`config.mk`:
```
export PLATFORM = sky130hd
export DESIGN_NAME = ifu_lsu_mem_arbiter
export DESIGN_NICKNAME = d
export VERILOG_FILES = /design/src/rtl/ifu_lsu_mem_arbiter.sv
export SDC_FILE = /design/constraint.sdc
export NUM_CORES = 1
export LEC_CHECK = 0
export BUFFER_PORTS_ARGS = -buffer_cell sky130_fd_sc_hd__buf_2
export CAP_MARGIN = 5
export CORE_MARGIN = 4
export CORE_UTILIZATION = 36
export CTS_CLUSTER_SIZE = 10
export DETAILED_ROUTE_END_ITERATION = 8
export PLACE_DENSITY = 0.86
export REMOVE_ABC_BUFFERS = 1
export SYNTH_ARGS = -nofsm -noshare
export SYNTH_HDL_FRONTEND = slang
export SYNTH_SLANG_ARGS = --single-unit
```
`constraint.sdc`:
```
create_clock -name clk -period 1.4 [get_ports clk]
set_clock_uncertainty 0.05 [all_clocks]
set_input_delay 0.21 -clock clk [delete_from_list [all_inputs] [get_ports clk]]
set_output_delay 0.21 -clock clk [all_outputs]
set_load 0.005 [all_outputs]
```
`src/rtl/ifu_lsu_mem_arbiter.sv`:
```
// Round-robin arbiter sharing one memory port between the IFU fetch and LSU load/store
// interfaces; a single transaction is outstanding at a time.
module ifu_lsu_mem_arbiter #(
    parameter int ADDR_W = 32,
    parameter int DATA_W = 32
) (
    input  logic                  clk,
    input  logic                  rst,
    input  logic                  ifu_req_valid,
    output logic                  ifu_req_ready,
    input  logic [ADDR_W-1:0]     ifu_req_pc,
    output logic                  ifu_rsp_valid,
    input  logic                  ifu_rsp_ready,
    output logic [DATA_W-1:0]     ifu_rsp_instr,
    input  logic                  lsu_req_valid,
    output logic                  lsu_req_ready,
    input  logic [ADDR_W-1:0]     lsu_req_addr,
    input  logic                  lsu_req_wen,
    input  logic [DATA_W-1:0]     lsu_req_wdata,
    input  logic [DATA_W/8-1:0]   lsu_req_wmask,
    output logic                  lsu_rsp_valid,
    input  logic                  lsu_rsp_ready,
    output logic [DATA_W-1:0]     lsu_rsp_rdata,
    output logic                  mem_req_valid,
    input  logic                  mem_req_ready,
    output logic [ADDR_W-1:0]     mem_req_addr,
    output logic                  mem_req_wen,
    output logic [DATA_W-1:0]     mem_req_wdata,
    output logic [DATA_W/8-1:0]   mem_req_wmask,
    input  logic                  mem_rsp_valid,
    output logic                  mem_rsp_ready,
    input  logic [DATA_W-1:0]     mem_rsp_rdata
);

    typedef enum logic [1:0] {
        S_IDLE = 2'd0,
        S_REQ  = 2'd1,
        S_RSP  = 2'd2
    } state_t;

    localparam logic OWN_IFU = 1'b0;
    localparam logic OWN_LSU = 1'b1;

    state_t                state_q, state_d;
    logic                  owner_q, owner_d;
    logic                  last_grant_q, last_grant_d;
    logic [ADDR_W-1:0]     addr_q, addr_d;
    logic                  wen_q, wen_d;
    logic [DATA_W-1:0]     wdata_q, wdata_d;
    logic [DATA_W/8-1:0]   wmask_q, wmask_d;
    logic                  grant_ifu, grant_lsu;

    // On conflict the requester that was not served last wins.
    assign grant_ifu = ifu_req_valid & (~lsu_req_valid | (last_grant_q == OWN_LSU));
    assign grant_lsu = lsu_req_valid & (~ifu_req_valid | (last_grant_q == OWN_IFU));

    always_comb begin
        state_d       = state_q;
        owner_d       = owner_q;
        last_grant_d  = last_grant_q;
        addr_d        = addr_q;
        wen_d         = wen_q;
        wdata_d       = wdata_q;
        wmask_d       = wmask_q;
        ifu_req_ready = 1'b0;
        lsu_req_ready = 1'b0;
        mem_req_valid = 1'b0;
        mem_rsp_ready = 1'b0;
        ifu_rsp_valid = 1'b0;
        lsu_rsp_valid = 1'b0;

        case (state_q)
            S_IDLE: begin
                ifu_req_ready = grant_ifu & ~rst;
                lsu_req_ready = grant_lsu & ~rst;
                if (grant_ifu) begin
                    addr_d  = ifu_req_pc;
                    wen_d   = 1'b0;
                    wdata_d = '0;
                    wmask_d = '0;
                    owner_d = OWN_IFU;
                    state_d = S_REQ;
                end else if (grant_lsu) begin
                    addr_d  = lsu_req_addr;
                    wen_d   = lsu_req_wen;
                    wdata_d = lsu_req_wdata;
                    wmask_d = lsu_req_wmask;
                    owner_d = OWN_LSU;
                    state_d = S_REQ;
                end
            end
            S_REQ: begin
                mem_req_valid = 1'b1;
                if (mem_req_ready) begin
                    state_d = S_RSP;
                end
            end
            S_RSP: begin
                if (owner_q == OWN_IFU) begin
                    ifu_rsp_valid = mem_rsp_valid;
                    mem_rsp_ready = ifu_rsp_ready;
                end else begin
                    lsu_rsp_valid = mem_rsp_valid;
                    mem_rsp_ready = lsu_rsp_ready;
                end
                if (mem_rsp_valid && mem_rsp_ready) begin
                    last_grant_d = owner_q;
                    state_d      = S_IDLE;
                end
            end
            default: begin
                state_d = S_IDLE;
            end
        endcase
    end

    always_ff @(posedge clk) begin
        if (rst) begin
            state_q      <= S_IDLE;
            owner_q      <= OWN_IFU;
            last_grant_q <= OWN_LSU;
            addr_q       <= '0;
            wen_q        <= 1'b0;
            wdata_q      <= '0;
            wmask_q      <= '0;
        end else begin
            state_q      <= state_d;
            owner_q      <= owner_d;
            last_grant_q <= last_grant_d;
            addr_q       <= addr_d;
            wen_q        <= wen_d;
            wdata_q      <= wdata_d;
            wmask_q      <= wmask_d;
        end
    end

    assign mem_req_addr  = addr_q;
    assign mem_req_wen   = wen_q;
    assign mem_req_wdata = wdata_q;
    assign mem_req_wmask = wmask_q;
    assign ifu_rsp_instr = mem_rsp_rdata;
    assign lsu_rsp_rdata = mem_rsp_rdata;

endmodule

```
Word level (Yosys, flattened, before mapping)
Index checks and enable logic that the tools add are counted.

Equality and inequality tests: 5. Multiplexer cells: 25. Bitwise gates (word level): 10. Reductions and logical operators: 6.

Operator list (number): $mux 32 (4); $mux 1 (14); $mux 2 (4); $mux 4 (2); $pmux 2 s3 (1); $and 1x1->1 (4); $ne 2x2->1 const B (2); $not 1->1 (4); $reduce_and 2->1 (2); $ne 3x3->1 const B (1); $reduce_and 3->1 (1); $eq 2x1->1 const B (1); $eq 2x2->1 const B (1); $logic_not 2->1 (1); $or 1x1->1 (2); $reduce_bool 2->1 (1); $logic_and 1x1->1 (1).

Bits in registers: 73. Input bits: 141. Output and inout port bits: 139. Word-level logic and storage cells: 53.

Logic depth before layout (Yosys ltp)
Word-level depth: 6. Gate-level depth with buffers: 7. Mapped depth without buffers: 3.

Least setup slack after synthesis
No wires, ideal clock.

Kind: register -> output. From: reg state_q[0]. To: out ifu_req_ready. Data arrival time: 1.198 ns. Required time: 1.140 ns. Slack: -0.058 ns. Stages on the path, launching flop included: 5. Buffers on the path: 2. Cells stage by stage: dfxtp_1 -> nor2_1 -> buf_2 -> clkbuf_1 -> nor4b_1.

Longest elaborated chain between the ends: 2.

RTL lines: start: declaration (line 44) `state_t state_q, state_d;`; start signal: assignment (line 127) `state_q <= state_d;`; $logic_not 2->1 (line 72) `case (state_q)`; $mux 1 (line 72); end: declaration (line 10) `output logic ifu_req_ready,`.

No other way between the ends.

Worst setup path in the final report
Same ends and word-level chain as after synthesis.

==> results.yml <==
run_status:
  outcome: "complete, but fails checks"
  violations: "negative setup slack"
timing:
  finalSetupTns_ns: -0.860
  rsz0062_at_grt: "true"
  hold_slack_ns: 0.0479
  fin_crit_ns: 1.58
  tightest_slew_ns: 0.430
  finalHoldViolCount: 0
  slew_viol_final: 0
  setup_viol: 36
  setup_ws_ns: -0.185
  max_freq_mhz: 631
  fin_crit_sh: 1.13
  slew_headroom: 0.713
floorplanning:
  dieArea_sq_mm: 0.0117
  fp.coreArea_sq_mm: 0.00977
  die_x_microns: 108
  rows: 36
  die_h_microns: 108
  io_pins: 280
  initial_core_util: 0.369
cells_and_area:
  fillerInstances: 888
  final_common_cell: "buf_2"
  fin_util: 0.481
  antenna_cells: 0
  final_area_sq_mm: 0.00470
  final_nets: 639
  final_cell_mix: "182 x buf_2, 69 x dfxtp_1, 37 x a22o_1"
  multi_input_area_sq_mm: 0.00151
  drive_above_1_share: 0.548
  seqCellArea_sq_mm: 0.00147
  areaGrowthSynthToFinish_pct: 30.4
setup_path:
  critPathMaxFanout: 5
  r2r_slack_ns: -0.04
  critPathKind: "register to output port"
  end_kind: "output port"
  required_ns: 1.14
  crit_arrival_ns: 1.32
  cp-start-kind: "register"
global_route:
  grt_pass1_wl_mm: 17.7
  grt_overflow: 0
  grt_antenna_before_repair: 0
  grt_max_degree: 38
  track_usage: 0.206
  grt_pass1_vias: 3050
min_path:
  hold_path_class: "input port to register"
place:
  place_area_sq_mm: 0.00424
  place.port_buffers: 183
  place_congestion: 0.738
  dpl.hpwl_mm: 9.81
synthesis:
  ys_seq_area_frac: 0.405
  yosysWarnings: 0
  netlist_area_sq_mm: 0.00360
  synth_cells: 370
  ys_ff_latch: 73
  syn_area_per_cell_sq_um: 9.74
  yosysUniqueCellTypes: 26
power:
  total_power_w: 0.00521
  power.density_mw_per_mm2: 1110
  vdd_drop_max_uv: 403
  power.leakage_nw: 2.16
drt:
  dr.pass1.iters: 4
  detail_route.wl_per_cell_microns: 21.1
  ant_nets: 0
  route.vias.total: 3457
  avgViaCountPerCell: 5.44
  drc_errors: 0
  drt_iter0_drc: 299
  totalWireLength_mm: 13.4
clock_tree:
  clock_tree.root_cell: "clkbuf_8"
  cts.sinks: 73
  clock_path_buffers: 2
  htreeDepth: 3
  cts_buffers: 9
  cts_tree: "yes"
  path_clk_slew_ns: 0.07
  cts_hold_buf: 0
  insertion_delay_ns: 0.33
run:
  drv_cap: 0
## routing by layer
layer | share of wire | up-vias | GRT usage
met4 | 0.017 | 2 | 0.0568
met5 | 0.0043 | - | 0.0491
met3 | 0.17 | 30 | 0.144
met2 | 0.41 | 296 | 0.289
met1 | 0.40 | 1564 | 0.248
li1 | - | 1565 | -
## critical path, cell delays in order, from the launching register on
cell and delay (ns):
dfxtp_4 0.36, nor2_4 0.17, buf_6 0.12, nor4b_4 0.18, buf_2 0.16
## registers in the layout, indices dropped and copies added (netlist names)
name           cells
last_grant_q       1
mem_req_addr      32
mem_req_wdata     32
mem_req_wen        1
mem_req_wmask      4
owner_q            1
state_q            2
## cell usage after synthesis
cell type,number,area [sq um]
nand4_1,1,6.26
o21ai_0,34,170
and3_1,1,6.26
inv_1,2,7.51
or2_1,1,6.26
nand3_1,33,165
nor2_1,2,7.51
nor3_1,1,5.00
mux2i_1,1,10.0
nand2b_1,3,18.8
and2_4,1,8.76
buf_4,67,503
nor4b_1,1,8.76
and4b_1,1,10.0
clkbuf_1,22,82.6
a22o_1,37,324
a21oi_4,1,16.3
a311oi_2,30,450
dfxtp_1,73,1460
buf_2,5,25.0
nand2_1,4,15.0
buf_1,1,3.75
buf_6,6,67.6
a21oi_1,36,180
a311oi_1,3,26.3
nor2b_1,3,18.8
## where the power goes
| part | internal (W) | total [W] | switching, W |
|---|---|---|---|
| Clock | 0.000858 | 0.00160 | 0.000744 |
| Combinational | 0.000661 | 0.00126 | 0.000600 |
| Sequential | 0.00225 | 0.00235 | 0.0000998 |
| Total | 0.00377 | 0.00521 | 0.00144 |
## what timing repair did
action,CTS,global route
gates resized for setup,8,9
setup buffers,4,7
endpoints found under the setup margin,39,64
gates cloned,1,3
pin swaps,2,14
hold endpoints to repair,0,0
## area by class of cell
| type | instances | share of cell area |
|---|---|---|
| Multi-Input combinational cell | 195 | 0.322 |
| Sequential cell | 73 | 0.313 |
| Timing Repair Buffer | 217 | 0.287 |
| Tap cell | 133 | 0.0354 |
| Clock buffer | 10 | 0.0293 |
| Clock inverter | 5 | 0.0120 |
| Inverter | 2 | 0.00160 |
## through the flow
stage	instances	worst slack [ns]
3_3_place_gp	605	-0.0885
4_1_cts	625	-0.192
2_1_floorplan	269	-1.53
6_report	635	-0.185
5_1_grt	635	-0.260
3_5_place_dp	605	-0.163
## cells by family after synthesis
family / Yosys count / synth area share
buf+inv: 103 / 0.191
simple gates: 52 / 0.0767
compound gates: 141 / 0.324
mux: 1 / 0.00278
flops: 73 / 0.405
## final timing paths
kind | start | depth (start not counted) | to
worst max register to register | state_q[0] | 6 | mem_req_addr[3]
worst min register to register | mem_req_wdata[13] | 1 | mem_req_wdata[13]
worst min-delay path | lsu_req_wdata[26] | 2 | mem_req_wdata[26]
worst max-delay path | state_q[0] | 4 | ifu_req_ready
Note: power is estimated with default switching activity, not from simulation.
